$ cat src/rtl/pipe_stall_ctrl_pkg.sv
// Shared encodings for the pipeline stall/flush sequencer: FSM states,
// stall-vector bit positions and the per-stage stall masks.
package pipe_stall_ctrl_pkg;

  typedef enum logic [1:0] {
    ST_RUN   = 2'd0,
    ST_MDU   = 2'd1,
    ST_FLUSH = 2'd2
  } state_t;

  localparam int STALL_W   = 6;
  localparam int STL_PC    = 0;
  localparam int STL_IF_ID = 1;
  localparam int STL_ID_EX = 2;
  localparam int STL_EX_MEM = 3;
  localparam int STL_MEM_WB = 4;
  localparam int STL_RSVD  = 5;

  // A request from stage k freezes stage k and everything upstream of it.
  localparam logic [STALL_W-1:0] MASK_IF  = 6'b000011;
  localparam logic [STALL_W-1:0] MASK_ID  = 6'b000111;
  localparam logic [STALL_W-1:0] MASK_EX  = 6'b001111;
  localparam logic [STALL_W-1:0] MASK_MEM = 6'b011111;

endpackage

$ cat src/rtl/pipe_stall_ctrl_mdu_cycle_counter.sv
// Down-counter timing the multi-cycle EX op: load, gated decrement, clear, zero flag.
module mdu_cycle_counter #(
  parameter int CNT_W = 6
) (
  input  logic             clk,
  input  logic             rst,
  input  logic             load,
  input  logic [CNT_W-1:0] load_val,
  input  logic             dec_en,
  input  logic             clear,
  output logic [CNT_W-1:0] cnt,
  output logic             zero
);

  always_ff @(posedge clk) begin
    if (rst || clear) begin
      cnt <= '0;
    end else if (load) begin
      cnt <= load_val;
    end else if (dec_en && (cnt != '0)) begin
      cnt <= cnt - 1'b1;
    end
  end

  assign zero = (cnt == '0);

endmodule

$ cat src/rtl/pipe_stall_ctrl.sv
// Central stall/flush sequencer: merges stage stall requests, times the MDU busy
// window and sequences the one-cycle exception flush with PC redirect.
module pipe_stall_ctrl
  import pipe_stall_ctrl_pkg::*;
#(
  parameter int MDU_CYCLES = 32,
  parameter int CNT_W      = 6,
  parameter int ADDR_W     = 32
) (
  input  logic              clk,
  input  logic              rst,
  input  logic              stallreq_if,
  input  logic              stallreq_id,
  input  logic              stallreq_mem,
  input  logic              mdu_start,
  input  logic              excp_valid,
  input  logic [ADDR_W-1:0] excp_pc,
  output logic [5:0]        stall,
  output logic              flush,
  output logic              redirect,
  output logic [ADDR_W-1:0] new_pc,
  output logic              mdu_busy,
  output logic              mdu_done,
  output logic              mdu_cancel
);

  localparam logic [CNT_W-1:0] MDU_LOAD = CNT_W'(MDU_CYCLES - 1);

  state_t           state;
  state_t           state_nxt;
  logic [CNT_W-1:0] cnt;
  logic             cnt_zero;
  logic             cnt_load;
  logic             cnt_dec;
  logic             cancel_q;
  logic             ex_busy;
  logic [5:0]       stall_raw;

  mdu_cycle_counter #(
    .CNT_W(CNT_W)
  ) u_cnt (
    .clk      (clk),
    .rst      (rst),
    .load     (cnt_load),
    .load_val (MDU_LOAD),
    .dec_en   (cnt_dec),
    .clear    (excp_valid),
    .cnt      (cnt),
    .zero     (cnt_zero)
  );

  always_ff @(posedge clk) begin
    if (rst) begin
      state    <= ST_RUN;
      cancel_q <= 1'b0;
      new_pc   <= '0;
    end else begin
      state    <= state_nxt;
      cancel_q <= (state == ST_MDU) && excp_valid;
      if (excp_valid) begin
        new_pc <= excp_pc;
      end
    end
  end

  // Exceptions win over everything, including a same-cycle mdu_start or done.
  always_comb begin
    state_nxt = state;
    cnt_load  = 1'b0;
    cnt_dec   = 1'b0;
    unique case (state)
      ST_RUN: begin
        if (excp_valid) begin
          state_nxt = ST_FLUSH;
        end else if (mdu_start) begin
          state_nxt = ST_MDU;
          cnt_load  = 1'b1;
        end
      end
      ST_MDU: begin
        cnt_dec = !stallreq_mem && !cnt_zero;
        if (excp_valid) begin
          state_nxt = ST_FLUSH;
        end else if (cnt_zero) begin
          state_nxt = ST_RUN;
        end
      end
      ST_FLUSH: begin
        state_nxt = excp_valid ? ST_FLUSH : ST_RUN;
      end
      default: begin
        state_nxt = ST_RUN;
      end
    endcase
  end

  assign ex_busy = (state == ST_MDU) && !cnt_zero;

  always_comb begin
    stall_raw = '0;
    if (stallreq_if)  stall_raw = stall_raw | MASK_IF;
    if (stallreq_id)  stall_raw = stall_raw | MASK_ID;
    if (ex_busy)      stall_raw = stall_raw | MASK_EX;
    if (stallreq_mem) stall_raw = stall_raw | MASK_MEM;
  end

  // While reset is held the FSM may still show its old state; mask every output.
  assign stall      = (rst || excp_valid || (state == ST_FLUSH)) ? '0 : stall_raw;
  assign mdu_busy   = ex_busy && !rst;
  assign mdu_done   = (state == ST_MDU) && cnt_zero && !excp_valid && !rst;
  assign flush      = (state == ST_FLUSH) && !rst;
  assign redirect   = (state == ST_FLUSH) && !rst;
  assign mdu_cancel = cancel_q && !rst;

endmodule

$ cat config.mk
export PLATFORM = sky130hd
export DESIGN_NAME = pipe_stall_ctrl
export DESIGN_NICKNAME = d
export VERILOG_FILES = /design/src/rtl/pipe_stall_ctrl_pkg.sv /design/src/rtl/pipe_stall_ctrl_mdu_cycle_counter.sv /design/src/rtl/pipe_stall_ctrl.sv
export SDC_FILE = /design/constraint.sdc
export NUM_CORES = 1
export LEC_CHECK = 0
export CAP_MARGIN = 20
export CORE_ASPECT_RATIO = 0.6
export CORE_UTILIZATION = 30
export DETAILED_ROUTE_END_ITERATION = 10
export GPL_TIMING_DRIVEN = 0
export SETUP_SLACK_MARGIN = 0.3
export SLEW_MARGIN = 0
export SYNTH_ARGS = -nofsm -noshare
export SYNTH_HDL_FRONTEND = slang
export SYNTH_SLANG_ARGS = --single-unit
$ cat constraint.sdc
create_clock -name clk -period 1.5 [get_ports clk]
set_input_delay 0.15 -clock clk [delete_from_list [all_inputs] [get_ports clk]]
set_output_delay 0.15 -clock clk [all_outputs]
set_load 0.01 [all_outputs]
==> out/results.txt <==
Counting distinct cell types in the post-synthesis netlist gives 36. The overall track demand over capacity in global routing is 0.1429, and the post-synthesis net count is 226. The count of yosys warnings during synthesis was 0; the share of post-route cells with drive strength above 1 was 0.2683. The final net count is 331, and the leakage power figure is 1.418 nW. The number of global-route vias before repair is 1420, and the switching component of the power is 0.6627 mW. The number of hold-slack violations in the final timing report came out at 0.

From synthesis to final layout, the design area changed by 72.41%. In this run the count of I/O pins placed on the die edge is 82. The sequential fraction of design power was 0.454; the slack of the critical path was -0.2740 ns.

During placement, the flow inserted port buffers numbering 79. The tools report the setup skew after layout as 0.005263 ns. Dividing total power by cell area gives a power density of 864.4 nW/um^2. The logs give 41 for the sink count of the clock tree and 0 for the quantity of hold-fixing buffers added after cts. Once placement finished, the instance area stood at 2721 sq um.

The core area was 5597 sq um; the count of TritonRoute iterations in the first routing pass was 4. The most common cell after layout, fill and taps aside is sky130_fd_sc_hd__nor2_1. Global routing finished with a remaining overflow of 0. For the final routed database, the setup TNS stands at -1.242 ns. The post-route clock period utilization is 1.183, and the setup slack of the worst register-to-register path is -0.10 ns. Summing all flip-flop and latch instances after layout gives 833.3 sq um. The multi-input combinational cells in the finished layout cover a total of 983.4 sq um. The per-cell routed wire length was 12.07 microns. The sum of internal, switching and leakage power was 2.609 mW. After routing the design area is 3018 sq um. The congestion estimate from routability-driven global placement came to 0.6924. For the worst flop-to-flop path, the logic depth is 8. The initial antenna violation count came out at 0.

The detailed router finished its first iteration with 41 violations. The tools report the clock network fraction of design power as 0.345. The tools report the share of the core filled with cells as 0.5392. Counting tap cells, the placed design contains a total of 340 instances.

The run finished, with violations left. The first global-routing pass estimated 6.637 mm of wire. The run gives 21 as the number of placement rows. Setup repair after global routing could not meet its margin everywhere. Wires add up to 4.429 mm. For this run, the leading register cell type out of synthesis is sky130_fd_sc_hd__dfxtp_1. Counting the fill cells in the layout gives 515. IR analysis of the VDD net gives a maximum drop of 0.4738 mV.

The via-per-instance ratio is 4.297. The horizontal die dimension is 100.6 microns. The async set or reset register ratio after synthesis works out to 0. The tools report the post-detailed-route count of antenna-violating nets as 0. The proportion of power drawn by combinational gates is 0.201.

The mean cell area of the mapped netlist works out to 9.671 sq um. The H-tree depth was 2; the synthesis-stage register bit count was 41. The clock latency reported for the late side of the worst-skew pair is 0.29 ns, and the data required time of the critical path is 1.35 ns. Setup violations remaining at the end of the flow were counted as 9. The final reports fail on negative setup slack.

The non-filler instance count after layout came out at 367. The tools report the routed via count as 1577. The floorplan die height was 61.17 microns; the cell count after synthesis was 181. In this run, synthesis inferred 0 flip-flops with an integrated enable.

The run gives 1750 sq um as the mapped cell area. STA classifies the critical path startpoint as a register. The tree is rooted in a sky130_fd_sc_hd__clkbuf_8.

The number of clock buffers inserted by TritonCTS is 5, and the detailed placer's ending HPWL is 3.031 mm. The top cell types in the final layout, fill and taps aside, are sky130_fd_sc_hd__nor2_1, sky130_fd_sc_hd__clkdlybuf4s50_1, sky130_fd_sc_hd__dfxtp_1. The pin count of the biggest net entering global routing is 14.

The effective utilization at floorplan was 0.3128. Data on the critical path arrives at its endpoint at 1.62 ns. For the final hold slack, the log shows 0.2048 ns. The total count of max-transition violations in the final report was 0; the post-synthesis sequential area ratio was 0.4689. TritonCTS built the clock tree.

The instance count along the most critical hold path came out at 4. The area enclosed by the die boundary is 6155 sq um, and the number of buffers on the longest clock path is 2. Of all nets on the critical path, the largest fanout is 2. The switching fraction of total power was 0.2540. Timing analysis after detailed placement gives a worst setup slack of -0.6702 ns.

The count of max-cap constraint violations came out at 0. Clock input transition at the sequential cells of the worst setup and hold paths: 0.08 ns. The path class of the tightest hold or removal check is input port to register. The number of antenna diodes in the final layout is 0. The achievable clock frequency is 563.7 MHz. After detailed routing, the number of remaining DRC violations is 0. The shortest clock period the worst path allows after layout came out at 1.774 ns. STA classifies the critical path endpoint as an output port. The critical path in this run is classified as register to output port. Internal power comes to 1.946 mW.
-- logic make-up after synthesis --
family	count (synthesis)	share of synthesized area
and+or+nand+nor	59	0.1573
DFF	41	0.4689
muxes	32	0.1830
AOI/OAI and AO/OA	19	0.07434
buffers and inverters	19	0.05147
adders and majority gates	6	0.04289
xor gates and xnor gates	4	0.02002
other	1	0.002142
-- power groups by stage --
stage,Sequential [mW],Combinational (mW),Clock [mW]
after floorplan,1.23,0.212,0
after global placement,1.21,0.493,0
after detailed placement,1.21,0.495,0
after CTS,1.18,0.503,0.931
after global routing,1.19,0.570,0.978
final,1.18,0.525,0.900
-- final timing paths --
kind / endpoint / from
worst max-delay path: stall[1] / u_cnt.cnt[0]
worst min-delay path: state[0] / excp_valid
worst max register to register: u_cnt.cnt[3] / u_cnt.cnt[0]
worst min register to register: new_pc[7] / new_pc[7]
-- synthesized netlist by cell type (2+ instances only) --
master,n,area [sq um]
sky130_fd_sc_hd__a21oi_1,7,35.03
sky130_fd_sc_hd__buf_2,3,15.01
sky130_fd_sc_hd__buf_4,4,30.03
sky130_fd_sc_hd__clkbuf_1,5,18.77
sky130_fd_sc_hd__dfxtp_1,41,820.8
sky130_fd_sc_hd__ha_1,6,75.07
sky130_fd_sc_hd__inv_1,7,26.28
sky130_fd_sc_hd__mux2i_1,32,320.3
sky130_fd_sc_hd__nand2_1,3,11.26
sky130_fd_sc_hd__nor2_1,39,146.4
sky130_fd_sc_hd__nor2b_1,4,25.02
sky130_fd_sc_hd__nor3_1,3,15.01
sky130_fd_sc_hd__o21ai_0,2,10.01
sky130_fd_sc_hd__xnor2_1,2,17.52
sky130_fd_sc_hd__xor2_1,2,17.52
-- final cells by class --
cell class | count | share of cell area
plain buffers | 12 | 0.02736
clock buffers | 6 | 0.02405
clock inverters | 2 | 0.01285
inverters | 7 | 0.01036
multi-input cells | 121 | 0.3259
flip-flops and latches | 41 | 0.2761
well taps | 80 | 0.03317
repair buffers | 98 | 0.2902
-- what timing repair did --
item / in CTS / in global routing
buffers inserted: 13 / 6
gates resized for setup: 94 / 10
setup endpoints to repair: 79 / 17
pin swaps: 13 / 11
-- critical path: stages, from the launching register on --
cell and delay, ns:
sky130_fd_sc_hd__dfxtp_2 0.33, sky130_fd_sc_hd__inv_2 0.07, sky130_fd_sc_hd__ha_4 0.12, sky130_fd_sc_hd__nor2b_4 0.17, sky130_fd_sc_hd__a21boi_4 0.09, sky130_fd_sc_hd__nor3_4 0.25, sky130_fd_sc_hd__a21oi_4 0.08, sky130_fd_sc_hd__buf_6 0.12
sky130_fd_sc_hd__buf_6 0.11
-- flip-flops by register name (all words and copies together) (netlist names) --
signal,cells
new_pc,32
cancel_q,1
state,2
u_cnt.cnt,6
-- metal layers --
layer	global-route usage	part of all wire
met1	0.1902	0.48
met2	0.1918	0.39
met3	0.07605	0.11
met4	0.05797	0.0090
met5	0	0
Power figures use the tool's default switching activity.
==> RTL edit: new RTL, same settings <==
`CNT_W` is set to 6 in 2 places; all go to 12.
--- a/src/rtl/pipe_stall_ctrl_mdu_cycle_counter.sv
+++ b/src/rtl/pipe_stall_ctrl_mdu_cycle_counter.sv
@@ -1,6 +1,6 @@
 // Down-counter timing the multi-cycle EX op: load, gated decrement, clear, zero flag.
 module mdu_cycle_counter #(
-  parameter int CNT_W = 6
+  parameter int CNT_W = 12
 ) (
   input  logic             clk,
   input  logic             rst,
--- a/src/rtl/pipe_stall_ctrl.sv
+++ b/src/rtl/pipe_stall_ctrl.sv
@@ -4,7 +4,7 @@
   import pipe_stall_ctrl_pkg::*;
 #(
   parameter int MDU_CYCLES = 32,
-  parameter int CNT_W      = 6,
+  parameter int CNT_W      = 12,
   parameter int ADDR_W     = 32
 ) (
   input  logic              clk,
Check against the original RTL: no difference found for any inputs over 10 cycles, from zero or initial values and one cycle with rst high; that may be too few to reach the edited logic, so the function may still have changed.
==> RTL edit against the unedited design <==
  * Total power is 27% higher
  * Global-route usage increased by 1.0 points
  * Non-clock buffer count rose by 13
  * The flow still finishes with violations (setup timing)
  * Final area increased by 19%
  * Area after synthesis grew 20%
  * Sequential cell count grew 6
  * Sequential share of layout area shrank 1.2 points
  * Wire length grew 35%
  * Synthesized cell count rose by 20%
  * Worst setup slack worse by 440 ps
  * Largest power group unchanged
  * Largest cell class unchanged
  * Critical path type unchanged
==> RTL edit: results (changes against the unedited design) <==
outcome=finished with violations (unchanged); failing checks=setup timing (unchanged); leading post-synthesis cells by cell area=dfxtp_1 45%, mux2i_1 16%, nor2_1 7.2% (was dfxtp_1 47%, mux2i_1 18%, nor2_1 8.4%); setup ws final=-715.9 ps (was -274.0 ps); postcts setup bufs=22 (was 13); Hold Crit Endpoint=u_cnt.cnt[1]$_SDFFE_PP0P_ (was state[0]$_SDFFE_PP0P_); CP arrival=2070 ps (was 1620 ps); Final setup viols=22 (was 9); Post-CTS Resized=112 (was 94); Max FO, Critical Path=6 (was 2); mux contribution to synthesized area=0.1626 (was 0.1830); crit-path max cell delay=570 ps (was 330 ps); final hold slack=345.7 ps (was 204.8 ps); Post-DP Area=0.003035 mm2 (was 0.002721 mm2); r2r endpoint=u_cnt.cnt[1]$_SDFFE_PP0P_ (was u_cnt.cnt[3]$_SDFFE_PP0P_); vias in the first global route=1734 (was 1420); CTS clk-pin slew, worst paths=60 ps (was 80 ps); sequential power=1.35 mW (was 1.18 mW); clk_skew=4.152 ps (was 5.263 ps); port bufs=80 (was 79); average cell area after synthesis=9.646 um2 (was 9.671 um2); Post-Route WL=5.958 mm (was 4.429 mm); largest net degree at the start of global routing=16 (was 14); post-synthesis xor/xnor area fraction=0.004184 (was 0.02001); P_clk=1.29 mW (was 900 uW); largest registers=new_pc (32), u_cnt.cnt (12), state (2) (was new_pc (32), u_cnt.cnt (6), state (2)); DP HPWL=3.971 mm (was 3.031 mm); share of layout cells above drive strength 1=0.3015 (was 0.2683); leading cell types by count after synthesis=47 x dfxtp_1, 40 x nor2_1, 34 x mux2i_1, 10 x a21oi_1 (was 41 x dfxtp_1, 39 x nor2_1, 32 x mux2i_1, 7 x a21oi_1, 7 x inv_1); Hold Startpoint=rst (was excp_valid); worst r2r src=u_cnt.cnt[6]$_SDFFE_PP0P_ (was u_cnt.cnt[0]$_SDFFE_PP0P_); total routing usage reported by global routing=0.1530 (was 0.1429); R2R depth=7 (was 8); net switching power=830.0 uW (was 662.7 uW); total number of vias=2011 (was 1577)
-- RTL edit: cell count changes in the layout (fill, tap and decap cells not counted), sizes merged, moves of 5 or more --
cell	change
dfxtp	+6
or2	+5
buf	+10
or4	+5
-- RTL edit: area by class of cell --
cell class / count / area [um2]
clock inverters: 3 / 43.79
fillers: 613 / 3107
plain buffers: 13 / 96.34
flip-flops and latches: 47 / 949.7
repair buffers: 110 / 1008
well taps: 87 / 108.9
inverters: 5 / 21.27
multi-input cells: 152 / 1245
clock buffers: 5 / 125.1
-- RTL edit: worst register-to-register path: cells and delay by family, from the launching register on --
family	cells	cell delay, ps
AOI/OAI and AO/OA	2	620
and+or+nand+nor	1	570
buffers and inverters	3	420
DFF	1	340
muxes	1	130
-- RTL edit: per-layer routing --
metal  global-route usage  share of wire  vias to the layer above
li1                     -              -                     1005
met1               0.2163           0.48                      932
met2               0.2203           0.44                       68
met3              0.04305          0.072                        6
met4              0.05000          0.011                        0
met5                    0              0                        -
